<file path="src/rtl/regfile_pkg.sv">
// Shared defaults and helpers for the 2-read/1-write register file with scoreboard.
package regfile_pkg;

  localparam int unsigned DEFAULT_DATA_W = 32;
  localparam int unsigned DEFAULT_ADDR_W = 5;
  localparam int unsigned ZERO_ADDR      = 0;

  function automatic int unsigned nregs(input int unsigned addr_w);
    return 32'd1 << addr_w;
  endfunction

endpackage

</file>
<file path="src/rtl/regfile_scoreboard.sv">
// Pending-write scoreboard: claims set a bit, writes clear it, re-claims of a
// still-pending register raise a one-cycle conflict pulse.
module regfile_scoreboard
  import regfile_pkg::*;
#(
  parameter  int unsigned ADDR_W   = DEFAULT_ADDR_W,
  parameter  int unsigned ZERO_REG = 1,
  localparam int unsigned NREGS    = nregs(ADDR_W)
) (
  input  logic              clk,
  input  logic              rst,
  input  logic              wr_en,
  input  logic [ADDR_W-1:0] wr_addr,
  input  logic              claim_en,
  input  logic [ADDR_W-1:0] claim_addr,
  output logic [NREGS-1:0]  pending,
  output logic              claim_conflict
);

  logic [NREGS-1:0] pending_q, pending_d;
  logic             conflict_q, conflict_d;
  logic             wr_ok, claim_ok;

  assign wr_ok    = wr_en    && !((ZERO_REG != 0) && (wr_addr    == ADDR_W'(ZERO_ADDR)));
  assign claim_ok = claim_en && !((ZERO_REG != 0) && (claim_addr == ADDR_W'(ZERO_ADDR)));

  // Clear first, then set, so a same-cycle claim beats the retiring write.
  always_comb begin
    pending_d  = pending_q;
    conflict_d = 1'b0;
    if (wr_ok) begin
      pending_d[wr_addr] = 1'b0;
    end
    if (claim_ok) begin
      pending_d[claim_addr] = 1'b1;
      conflict_d = pending_q[claim_addr] && !(wr_ok && (wr_addr == claim_addr));
    end
  end

  always_ff @(posedge clk or posedge rst) begin
    if (rst) begin
      pending_q  <= '0;
      conflict_q <= 1'b0;
    end else begin
      pending_q  <= pending_d;
      conflict_q <= conflict_d;
    end
  end

  assign pending        = pending_q;
  assign claim_conflict = conflict_q;

endmodule

</file>
<file path="src/rtl/regfile_2r1w_sb.sv">
// Register file, two registered read ports and one write port, with optional
// write-to-read bypass, hardwired zero register and a pending-write scoreboard.
module regfile_2r1w_sb
  import regfile_pkg::*;
#(
  parameter  int unsigned DATA_W   = DEFAULT_DATA_W,
  parameter  int unsigned ADDR_W   = DEFAULT_ADDR_W,
  parameter  int unsigned ZERO_REG = 1,
  parameter  int unsigned BYPASS   = 1,
  localparam int unsigned NREGS    = nregs(ADDR_W)
) (
  input  logic              clk,
  input  logic              rst,
  input  logic              rd_en,
  input  logic [ADDR_W-1:0] rd_addr1,
  input  logic [ADDR_W-1:0] rd_addr2,
  output logic [DATA_W-1:0] rd_data1,
  output logic [DATA_W-1:0] rd_data2,
  output logic              rd_valid,
  output logic              busy1,
  output logic              busy2,
  input  logic              wr_en,
  input  logic [ADDR_W-1:0] wr_addr,
  input  logic [DATA_W-1:0] wr_data,
  input  logic              claim_en,
  input  logic [ADDR_W-1:0] claim_addr,
  output logic              claim_conflict,
  output logic [NREGS-1:0]  pending
);

  logic [DATA_W-1:0] mem_q [NREGS];
  logic [DATA_W-1:0] mem_d [NREGS];
  logic [DATA_W-1:0] rdata_q [2];
  logic [DATA_W-1:0] rdata_d [2];
  logic [1:0]        busy_q, busy_d;
  logic              rd_valid_q, rd_valid_d;
  logic [ADDR_W-1:0] raddr [2];
  logic              wr_ok;

  assign raddr[0] = rd_addr1;
  assign raddr[1] = rd_addr2;
  assign wr_ok    = wr_en && !((ZERO_REG != 0) && (wr_addr == ADDR_W'(ZERO_ADDR)));

  regfile_scoreboard #(
    .ADDR_W   (ADDR_W),
    .ZERO_REG (ZERO_REG)
  ) u_scoreboard (
    .clk            (clk),
    .rst            (rst),
    .wr_en          (wr_en),
    .wr_addr        (wr_addr),
    .claim_en       (claim_en),
    .claim_addr     (claim_addr),
    .pending        (pending),
    .claim_conflict (claim_conflict)
  );

  always_comb begin
    mem_d = mem_q;
    if (wr_ok) begin
      mem_d[wr_addr] = wr_data;
    end
  end

  // Busy after a bypassed write is only the same-cycle claim of a new writer.
  always_comb begin
    logic is_zero, wr_hit, claim_hit;
    rdata_d    = rdata_q;
    busy_d     = busy_q;
    rd_valid_d = rd_en;
    is_zero    = 1'b0;
    wr_hit     = 1'b0;
    claim_hit  = 1'b0;
    for (int p = 0; p < 2; p++) begin
      is_zero   = (ZERO_REG != 0) && (raddr[p] == ADDR_W'(ZERO_ADDR));
      wr_hit    = (BYPASS != 0) && wr_en && (wr_addr == raddr[p]);
      claim_hit = claim_en && (claim_addr == raddr[p]);
      if (rd_en) begin
        if (is_zero) begin
          rdata_d[p] = '0;
          busy_d[p]  = 1'b0;
        end else if (wr_hit) begin
          rdata_d[p] = wr_data;
          busy_d[p]  = claim_hit;
        end else begin
          rdata_d[p] = mem_q[raddr[p]];
          busy_d[p]  = pending[raddr[p]];
        end
      end
    end
  end

  always_ff @(posedge clk or posedge rst) begin
    if (rst) begin
      mem_q      <= '{default: '0};
      rdata_q    <= '{default: '0};
      busy_q     <= '0;
      rd_valid_q <= 1'b0;
    end else begin
      mem_q      <= mem_d;
      rdata_q    <= rdata_d;
      busy_q     <= busy_d;
      rd_valid_q <= rd_valid_d;
    end
  end

  assign rd_data1 = rdata_q[0];
  assign rd_data2 = rdata_q[1];
  assign busy1    = busy_q[0];
  assign busy2    = busy_q[1];
  assign rd_valid = rd_valid_q;

endmodule

</file>
<file path="config.mk">
export PLATFORM = sky130hd
export DESIGN_NAME = regfile_2r1w_sb
export DESIGN_NICKNAME = d
export VERILOG_FILES = /design/src/rtl/regfile_pkg.sv /design/src/rtl/regfile_scoreboard.sv /design/src/rtl/regfile_2r1w_sb.sv
export SDC_FILE = /design/constraint.sdc
export NUM_CORES = 2
export LEC_CHECK = 0
export CAP_MARGIN = 20
export CORE_MARGIN = 5
export CORE_UTILIZATION = 65
export DETAILED_ROUTE_END_ITERATION = 8
export HOLD_SLACK_MARGIN = 0.05
export MAX_ROUTING_LAYER = met4
export PLACE_DENSITY_LB_ADDON = 0.05
export SLEW_MARGIN = 10
export SYNTH_ARGS = -nofsm -noshare
export SYNTH_HDL_FRONTEND = slang
export SYNTH_SLANG_ARGS = --single-unit
export TNS_END_PERCENT = 1
</file>
<file path="constraint.sdc">
create_clock -name clk -period 60.6 [get_ports clk]
set_input_delay 9.09 -clock clk [delete_from_list [all_inputs] [get_ports clk]]
set_output_delay 9.09 -clock clk [all_outputs]
set_load 0.03 [all_outputs]
</file>
==> impl_metrics.json <==
{
  "drt-initial-drc-count": 4796,
  "critPathKind": "in2async",
  "setup_ws_ps": 47020,
  "status": "finished clean",
  "postSynthCellCount": 3988,
  "yosysTopAreaCell": "dfrtp_1",
  "drc_errors": 0,
  "power.leakage_nw": 28.27,
  "wirelength_mm": 179.6,
  "fin_util_pct": 72.55,
  "gp_congestion": 0.8359,
  "worst_ep_required_time_ps": 61460,
  "cp_max_fo": 168,
  "synth_top_area_share_pct": 47.54,
  "port_buffers": 156,
  "die_w_um": 311.7,
  "synth-xor-area-share_pct": 0.3553,
  "synth_area_per_cell_um2": 14.83,
  "ys_warn_count": 0,
  "fp.coreArea_um2": 90150,
  "syn_nets": 4045,
  "dr_total_vias": 38740,
  "wl_met2_mm": 83.00,
  "synth_area_um2": 59160,
  "wl_met3_mm": 19.64,
  "dieArea_um2": 97150,
  "ir_drop_mv": 0.02758,
  "die-height_um": 311.7,
  "ys_seq_area_share_pct": 47.54,
  "initial_core_util_pct": 65.62,
  "cap_violations": 0,
  "insertion_delay_ps": 710,
  "maxSlewHeadroom_pct": 18.70,
  "min_path_type": "reg2reg",
  "first_pass_iters": 6,
  "grt_max_degree": 169,
  "synth_compound_area_share_pct": 4.179,
  "rsz0062_at_grt": "false",
  "layout_commonest_cell": "dfrtp_1",
  "antenna_left": 0,
  "synth_adder_area_share_pct": 0,
  "h-tree-depth": 3,
  "setup_viol": 0,
  "power.density_nw_per_um2": 34.22,
  "synth.distinct_cells": 47,
  "wl_per_cell_um": 34.62,
  "ys.flop_type": "dfrtp_1",
  "ys_async_sr_fraction_pct": 100.0,
  "synth_seq_cells": 1124,
  "wl_met1_mm": 67.70,
  "finalClockSkew_ps": 29.36,
  "dp_slack_ps": 45830,
  "layout.nets": 3966,
  "top_layer": "met4",
  "hold_viol": 0,
  "grt_use_total_pct": 37.96,
  "synth_top_family_by_area": "multiplexers",
  "rows": 110,
  "tns_ps": 0,
  "synth-simple-area-share_pct": 2.335,
  "cts_buffers": 116,
  "dp.final_hpwl_mm": 95.95,
  "cts_buffer_depth": 3,
  "critPathArrivalTime_ps": 14440,
  "final_cell_mix": "dfrtp_1, mux2_2, mux4_2",
  "dpl_cell_area_um2": 61050,
  "antenna_found_initial": 4,
  "pin_count": 157,
  "cts_hold_buf": 0,
  "tightest_slew_ps": 1215,
  "synth_mux_area_share_pct": 42.06,
  "grt_remaining_overflow": 0,
  "cts_tree": "done",
  "cts_sinks": 1124,
  "post_cts_buffers": 0,
  "final_area_um2": 65410,
  "cts_resized": 0,
  "min_period_over_period_pct": 22.41,
  "startpoint_type": "primary input",
  "drive_gt1_share_pct": 46.77,
  "path_clk_slew_ps": 60,
  "grt_pass1_vias": 40620,
  "area_growth_pct": 10.56,
  "cts_root_buffer": "clkbuf_16",
  "worst_setup_path_end_kind": "async pin",
  "max_clock_freq_mhz": 73.65,
  "drv_slew": 0,
  "synth_edf_count": 0,
  "period_needed_ps": 13580,
  "total_power_mw": 2.238,
  "synth_area_leaders": "dfrtp_1, mux2_2, mux4_2",
  "grt_pass1_wl_mm": 268.4,
  "routed_via_density": 7.469
}
[through the flow]
step | hold slack (ps) | cells
after global routing | 411.0 | 5185
final | 398.9 | 5187
after CTS | 398.9 | 5169
after floorplan | 441.3 | 3988
after detailed placement | 383.3 | 4955
after global placement | 377.2 | 4955
[registers in the layout, summed over array words and instances (netlist names)]
| name | flops |
|---|---|
| u_scoreboard.claim_conflict | 1 |
| busy_q | 2 |
| u_scoreboard.pending | 32 |
| rd_data2 | 32 |
| rd_data1 | 32 |
| rd_valid | 1 |
| mem_q | 1024 |
[synthesized netlist by cell type (all sizes together), types with 5 or more instances]
library cell  number
a41oi             12
nor3b              8
a221o             33
mux4             466
o21ai             32
mux2            1066
nor4              24
a22oi            132
o211ai            33
buf              238
nand2b             5
nor3               7
xnor2              9
xor2              15
a21oi              5
o22ai             64
nor2b              8
inv                6
dfrtp           1124
clkbuf           209
nor2              26
a22o              11
nand3             88
nand2             94
mux2i            238
[critical path: stages]
cell	delay, ps
clkdlybuf4s50_1	490
inv_8	480
buf_12	630
buf_4	860
buf_12	650
buf_4	860
buf_4	530
buf_16	320
[metal layers]
metal,up-vias,global-route usage [%]
li1,15290,-
met1,20620,50.42
met2,2267,56.37
met3,562,10.35
met4,0,15.86
met5,-,-
[report_power, final]
group	total, mW	internal, mW	leakage (nW)	switching (mW)
registers	1.01	0.894	14.4	0.115
logic	0.475	0.276	11.9	0.199
clock network	0.755	0.449	1.99	0.306
total	2.24	1.62	28.3	0.619
[worst paths after layout]
check                                                    from                  endpoint  slack (ps)  depth (start not counted)
setup / recovery                                          rst    mem_q[179]$_DFFE_PP0P_       47020                          8
hold / removal                         mem_q[996]$_DFFE_PP0P_    mem_q[996]$_DFFE_PP0P_         400                          0
setup reg to reg           u_scoreboard.pending[15]$_DFF_PP0_     busy_q[0]$_DFFE_PP0P_       58660                          5
hold reg to reg                        mem_q[996]$_DFFE_PP0P_    mem_q[996]$_DFFE_PP0P_         400                          0
max in group clk                                  rd_addr1[0]  rd_data1[12]$_DFFE_PP0P_       48210                          8
min in group asynchronous                                 rst    mem_q[808]$_DFFE_PP0P_        8880                          2
[area by class of cell]
cell class	count	area (um^2)
flip-flops and latches	1124	28130
repair buffers	250	2542
fillers	5657	24740
diodes	6	15.01
clock inverters	44	605.6
clock buffers	170	3451
multi-input cells	2411	29160
well taps	1176	1471
inverters	6	31.28
[cell families (layout without fill, tap and decap cells)]
family	Yosys count	count (layout)
mux	1770	1770
flops	1124	1124
compound gates	334	334
buf+inv	453	470
xor+xnor	24	24
other cells	0	6
simple gates	283	283
Note: power is estimated with default switching activity, not from simulation.
